[config.mk]
export PLATFORM = sky130hd
export DESIGN_NAME = instr_loader
export DESIGN_NICKNAME = d
export VERILOG_FILES = /design/src/rtl/instr_loader.sv
export SDC_FILE = /design/constraint.sdc
export NUM_CORES = 1
export LEC_CHECK = 0
export CAP_MARGIN = 20
export CORE_AREA = 8 8 157 159
export DETAILED_ROUTE_END_ITERATION = 12
export DIE_AREA = 0 0 165 167
export PLACE_DENSITY = 0.87
export SLEW_MARGIN = 20
export SYNTH_ARGS = -nofsm -noshare
export SYNTH_HDL_FRONTEND = slang
export SYNTH_SLANG_ARGS = --single-unit
export TNS_END_PERCENT = 50
[constraint.sdc]
create_clock -name clk -period 5.7 [get_ports clk]
set_input_delay 1.425 -clock clk [delete_from_list [all_inputs] [get_ports clk]]
set_output_delay 1.425 -clock clk [all_outputs]
set_load 0.02 [all_outputs]
[src/rtl/instr_loader.sv]
// Serial program loader feeding a small instruction memory to a CPU.
// Words arrive MSB-first on ser_in, are written in order, then served by PC in RUN.
module instr_loader #(
    parameter int DEPTH = 32,
    parameter int IW    = 9,
    localparam int AW   = $clog2(DEPTH),
    localparam int CW   = $clog2(IW + 1)
) (
    input  logic          clk,
    input  logic          reset,
    input  logic          load_mode,
    input  logic          ser_in,
    input  logic          ser_valid,
    input  logic [8:0]    pc,
    output logic [IW-1:0] instruction,
    output logic          instr_valid,
    output logic          cpu_hold,
    output logic [AW:0]   load_count,
    output logic          load_full
);

    typedef enum logic [1:0] {
        IDLE  = 2'd0,
        SHIFT = 2'd1,
        WRITE = 2'd2,
        RUN   = 2'd3
    } state_t;

    localparam logic [9:0]    DEPTH_PC   = 10'(DEPTH);
    localparam logic [AW:0]   DEPTH_CNT  = (AW + 1)'(DEPTH);
    localparam logic [CW-1:0] LAST_BIT   = CW'(IW - 1);

    state_t        state_reg;
    logic [IW-1:0] shift_reg;
    logic [IW-1:0] shift_next;
    logic [CW-1:0] bit_cnt_reg;
    logic [AW:0]   wr_addr_reg;
    logic [AW:0]   load_count_reg;
    logic [AW:0]   count_inc;
    logic          load_full_reg;
    logic [IW-1:0] instruction_reg;
    logic          instr_valid_reg;
    logic          cpu_hold_reg;

    logic [IW-1:0] mem [DEPTH];
    logic          wr_en;
    logic          pc_in_range;

    // Earlier bits migrate toward the MSB; the new bit lands in bit 0.
    assign shift_next[0] = ser_in;
    generate
        for (genvar gi = 1; gi < IW; gi++) begin : g_shift
            assign shift_next[gi] = shift_reg[gi-1];
        end
    endgenerate

    assign count_inc   = load_count_reg + 1'b1;
    assign pc_in_range = ({1'b0, pc} < DEPTH_PC);

    // A word caught by reset during WRITE must not reach memory.
    assign wr_en = (state_reg == WRITE) && !load_full_reg && !reset;

    // Memory has no reset so loaded programs survive a CPU reset.
    always_ff @(posedge clk) begin
        if (wr_en) begin
            mem[wr_addr_reg[AW-1:0]] <= shift_reg;
        end
    end

    always_ff @(posedge clk) begin
        if (reset) begin
            state_reg       <= IDLE;
            shift_reg       <= '0;
            bit_cnt_reg     <= '0;
            wr_addr_reg     <= '0;
            load_count_reg  <= '0;
            load_full_reg   <= 1'b0;
            instruction_reg <= '0;
            instr_valid_reg <= 1'b0;
            cpu_hold_reg    <= 1'b1;
        end else begin
            case (state_reg)
                IDLE: begin
                    if (load_mode) begin
                        state_reg      <= SHIFT;
                        bit_cnt_reg    <= '0;
                        wr_addr_reg    <= '0;
                        load_count_reg <= '0;
                        load_full_reg  <= 1'b0;
                    end else begin
                        state_reg <= RUN;
                    end
                end

                SHIFT: begin
                    if (!load_mode) begin
                        // Any partially shifted word is abandoned here.
                        state_reg   <= RUN;
                        bit_cnt_reg <= '0;
                    end else if (ser_valid) begin
                        shift_reg   <= shift_next;
                        bit_cnt_reg <= bit_cnt_reg + 1'b1;
                        if (bit_cnt_reg == LAST_BIT) begin
                            state_reg <= WRITE;
                        end
                    end
                end

                WRITE: begin
                    if (!load_full_reg) begin
                        wr_addr_reg    <= wr_addr_reg + 1'b1;
                        load_count_reg <= count_inc;
                        load_full_reg  <= (count_inc == DEPTH_CNT);
                    end
                    bit_cnt_reg <= '0;
                    state_reg   <= SHIFT;
                end

                RUN: begin
                    if (load_mode) begin
                        // Instruction keeps its last value while reloading.
                        state_reg       <= SHIFT;
                        bit_cnt_reg     <= '0;
                        wr_addr_reg     <= '0;
                        load_count_reg  <= '0;
                        load_full_reg   <= 1'b0;
                        instr_valid_reg <= 1'b0;
                        cpu_hold_reg    <= 1'b1;
                    end else begin
                        instruction_reg <= pc_in_range ? mem[pc[AW-1:0]] : '0;
                        instr_valid_reg <= 1'b1;
                        cpu_hold_reg    <= 1'b0;
                    end
                end

                default: begin
                    state_reg <= IDLE;
                end
            endcase
        end
    end

    assign instruction = instruction_reg;
    assign instr_valid = instr_valid_reg;
    assign cpu_hold    = cpu_hold_reg;
    assign load_count  = load_count_reg;
    assign load_full   = load_full_reg;

endmodule

## Word-level counts from Yosys, hierarchy flattened

Memories as Yosys holds them, arrays and structs flattened.
Cells that the tools add are included.

- Bits in registers: 39
- Memory bits (writable): 288
- Input bits: 14
- Output and inout bits: 18
- Word-level logic and storage cells: 61
- Memories: 1

- Add/subtract/negate cells: 3
- Order comparisons: 1
- Equal/unequal tests: 10
- Mux-type cells: 23
- Bitwise gates (word level): 1
- Reduce and logical (&&, ||, !) cells: 13

Memories:

| memory | depth | bits a word | rd ports | clocked after memory_dff | wr ports | RTL line | text |
|---|---|---|---|---|---|---|---|
| mem | 32 | 9 | 1 | 0 | 1 | 45 | `logic [IW-1:0] mem [DEPTH];` |

Operators with widths:

| kind | number |
|---|---|
| $pmux W6 S2 | 2 |
| $mux W6 | 3 |
| $add A6 B1 Y6 const B | 2 |
| $mux W4 | 3 |
| $pmux W4 S3 | 1 |
| $mux W2 | 5 |
| $lt A9 B6 Y1 const B | 1 |
| $mux W9 | 1 |
| $reduce_and A3 Y1 | 3 |
| $pmux W2 S4 | 1 |
| $eq A6 B6 Y1 const B | 1 |
| $mux W1 | 6 |
| $ne A3 B3 Y1 const B | 2 |
| $reduce_and A2 Y1 | 3 |
| $add A4 B1 Y4 const B | 1 |
| $eq A2 B2 Y1 const B | 2 |
| $eq A4 B4 Y1 const B | 1 |
| $ne A2 B2 Y1 const B | 2 |
| $eq A2 B1 Y1 const B | 1 |
| $logic_and A1 B1 Y1 | 2 |
| $logic_not A1 Y1 | 2 |
| $logic_not A2 Y1 | 1 |
| $ne A2 B1 Y1 const B | 1 |
| $pmux W1 S2 | 1 |
| 3 further kinds | 3 |

## Logic depth before layout (Yosys ltp)

- Depth after elaboration: 5
- Mapped depth: 7
- Mapped depth without buffers: 6

## Worst setup path before layout

OpenSTA, ideal clock, no wires.

- Kind: input -> register
- Start: input port reset
- End: memory mem[0][0] (enable)
- Setup time: 374 ps
- Arrival time: 2616 ps
- Required time: 5326 ps
- Path slack: 2710 ps
- Stages on the path: 4
- Buffers on the path: 1
- Path through: clkbuf_1 > nor3b_1 > nand2_1 > nor2_1

- Word-level cells in the longest chain between the ends: 4

Ends and longest elaborated chain:

| item | RTL line | text |
|---|---|---|
| start, declared | 10 | `input logic reset,` |
| $logic_not A1 Y1 | 61 | `assign wr_en = (state_reg == WRITE) && !load_full_reg && !reset;` |
| $logic_and A1 B1 Y1 | 61 |  |
| $mux W1 | 65 | `if (wr_en) begin` |
| $mux W1 (not written as such) | 66 | `mem[wr_addr_reg[AW-1:0]] <= shift_reg;` |
| end, declared | 45 |  |

Every way passes these cells.

## Worst setup path after layout

- Start: input port pc[2]
- End: register instruction_reg[0] (netlist: instruction[0])

- Word-level cells in the longest chain between the ends: 2
- Elaborated cells between the ends (all ways): 3
- Classes of those cells: order compare (1); mux (1); memory (1)

Ends and longest elaborated chain:

| item | RTL line | text |
|---|---|---|
| start, declared | 14 | `input logic [8:0] pc,` |
| $mem_v2 Z32 W9 or $lt A9 B6 Y1 (tied branches) | n/a |  |
| $mux W9 * | 130 | `instruction_reg <= pc_in_range ? mem[pc[AW-1:0]] : '0;` |
| end signal, assigned | 130 |  |
| end, declared | 41 | `logic [IW-1:0] instruction_reg;` |

Every way passes the cells marked *; elsewhere a longest branch is shown, timed or not.
A chain may end at the register's enable or synchronous reset.

==> impl_results.md <==
- Syn Inst Count: 783
- Cell area after synthesis: between 10000 and 15000 sq um
- Synth Register Bits: ~330
- Post-DP HPWL: 18.0 mm
- Post-CTS Setup Inserts: 0
- Crit Path Class: input port to register
- CTS tree: yes
- Dpl cells: approximately 1100
- Sequential cell area: roughly 9400 sq um
- ANT cells: 0
- RSZ-0062 raised after global routing: false
- Asr flop ratio synth: 0
- Outcome: finished clean
- CP required: around 6000 ps
- IO Port Bufs: 31
- Synth Area in Simple Gates: 0.0614
- Slew margin rel.: 0.332
- Largest net degree at the start of global routing: 40
- Antenna-violating nets left: 0
- Wire per inst: between 20 and 30 um
- Post-synthesis adder-cell area fraction: 0.0105
- Clk root buf: clkbuf_16
- Ports: 32
- Core area: around 22000 sq um
- Final WL: 29.2 mm
- Crit path largest cell delay: 1050 ps
- Number of global-route vias before repair: 7283
- Yosys cell types: 56
- Critical-path maximum fanout: 17
- Worst-Skew Late Latency: 510 ps
- Die Y: 167 um
- Crit-path slowest cell: clkdlybuf4s50_1
- GRT overflow: 0
- Routed vias: between 7000 and 8000
- # resized after CTS: 0
- Most area-hungry cell type in the Yosys netlist: edfxtp_1
- Post-synth top area share: 0.659
- Avg Vias per Cell: 6.47
- DRC: 0
- Post-synthesis xor/xnor area fraction: 0.00267
- Worst Skew: between 20 and 25 ps
- Synth top area cells: edfxtp_1 66%, mux4_2 7.7%, dfxtp_1 5.8%, mux2i_1 5.0%, nor2_1 1.8%
- Fin. Hold Viols: 0
- DRT Pass-1 Iters: 5
- # hold bufs at CTS: 0
- Mux contribution to synthesized area: 0.134
- Largest family of logic cells by synthesized area: multiplexers
- P_leak: between 4 and 5 nW
- Area delta synth->final: 12.3%
- Crit share post-route: 0.655
- Compound-Gate Fraction of Synth Area: 0.0548
- Share of layout cells above drive strength 1: 0.148
- Number of flip-flops in the largest register: roughly 290
- Syn_nets: 808
- Final Critical Period: 3730 ps
- Iter 0 DRT Violations: between 1000 and 1500
- First-pass GRT wire length: approximately 44 mm
- F_max: 268 MHz
- Clock Tree Buf Depth: 3
- Non-filler cells, final: between 1000 and 1500
- Tightest Hold Check Type: register to register
- Row cnt: 55
- Fin Setup TNS: 0 ps
- Final Wtd Congestion: 0.939
- Crit-path cells: clkdlybuf4s50_1 > nor2b_1 > a22oi_1 > a2111oi_0 > a2111oi_0
- Clock slew at reported path FFs: 60 ps
- CP Capture Type: register
- Warnings, synthesis: 0
- Footprint of the multi-input gates: 3460 sq um
- Least-Margin Pin Slew: between 1000 and 1500 ps
- Worst EP arrival: 4070 ps
- Horiz. Die Dim: 165 um
- Register area share after synthesis: 0.717
- Worst IR Drop VDD: 193 uV
- Total CTS buffers: 34
- Clk sinks: 326
- Initial antenna violation count: 0
- Post-synthesis area per instance: ~17 sq um
- Die area: 27600 sq um
- Fillers: about 1400
- Commonest non-fill, non-tap cells in the layout: 288 x edfxtp_1, 65 x mux2i_1, 64 x nor2_1
- Top_reg_cell synth: edfxtp_1
- CTS H-tree lvls: 2
- Commonest non-fill, non-tap cell in the layout: edfxtp_1
- Most used cell, CP: a2111oi_0
- Final max-slew violation count: 0
- Number of enable flip-flop cells after synthesis: 288
- Max_cap viols: 0
- # nets final: approximately 840
- Total power: 5.08 mW
- Worst Setup Start Kind: input port
- PwrDens: approximately 340 nW/um^2
- Final setup vio count: 0
- Total track usage: 0.214
- Initial Util: 0.591
-- synth_stat cells (6+ instances only) --
library cell / number
buf_2: 13
nand4_1: 8
inv_1: 12
ha_1: 11
o2111ai_1: 6
buf_4: 6
mux2i_1: 65
mux4_2: 45
mux2_2: 9
a22oi_1: 19
edfxtp_1: 288
nand2_1: 43
o21ai_0: 7
nor2_1: 64
nand3_1: 12
clkbuf_1: 19
dfxtp_1: 38
a21oi_1: 30
-- logic make-up (layout without fill, tap and decap cells) --
family                     count (synthesis)  in the layout
AOI/OAI and AO/OA                        101            101
buffers and inverters                     54            114
DFF                                      326            326
and+or+nand+nor                          168            168
muxes                                    119            119
xor gates and xnor gates                   4              4
adders and majority gates                 11             11
-- path summary, 6_finish.rpt --
| kind | from | end | slack (ps) | depth (start not counted) |
|---|---|---|---|---|
| hold / removal | shift_reg[7] | shift_reg[8] | 470 | 2 |
| hold reg to reg | shift_reg[7] | shift_reg[8] | 470 | 2 |
| setup reg to reg | state_reg[0] | mem[16][3] | 2820 | 5 |
| setup / recovery | pc[2] | instruction[0] | 1970 | 5 |
-- final cells by class --
| cell class | instances | share of cell area |
|---|---|---|
| flip-flops and latches | 326 | 0.639 |
| multi-input cells | 403 | 0.235 |
| clock buffers | 47 | 0.0631 |
| repair buffers | 42 | 0.0263 |
| well taps | 285 | 0.0242 |
| clock inverters | 13 | 0.00993 |
| inverters | 12 | 0.00305 |
-- power breakdown --
part | switching (mW) | internal, mW | total [mW]
clock | 0.857 | 1.28 | 2.14
sequential | 0.0239 | 2.59 | 2.62
combinational | 0.211 | 0.113 | 0.325
total | 1.09 | 3.99 | 5.08
-- worst max-delay path, delay by kind of cell --
family	cells	cell delay [ps]
buffers and inverters	1	1050
AND/OR/NAND/NOR	1	790
AO/OA/AOI/OAI	3	790
-- through the flow --
stage               utilization  instance area, sq um  worst slack, ps  hold WS [ps]
CTS                       0.663                 14700             2050           479
finish                    0.663                 14700             1970           474
floorplan                     -                 13100             2710           437
global placement          0.615                 13700             1650           456
detailed placement        0.615                 13700             1570           467
global route              0.663                 14700             1780           503
-- routing by layer --
metal	vias up	track usage	part of all wire
li1	3177	-	-
met1	3672	0.305	0.41
met5	-	0	0
met3	50	0.0404	0.086
met4	0	0.0627	0.022
met2	396	0.329	0.49
Note: power is estimated with default switching activity, not from simulation.
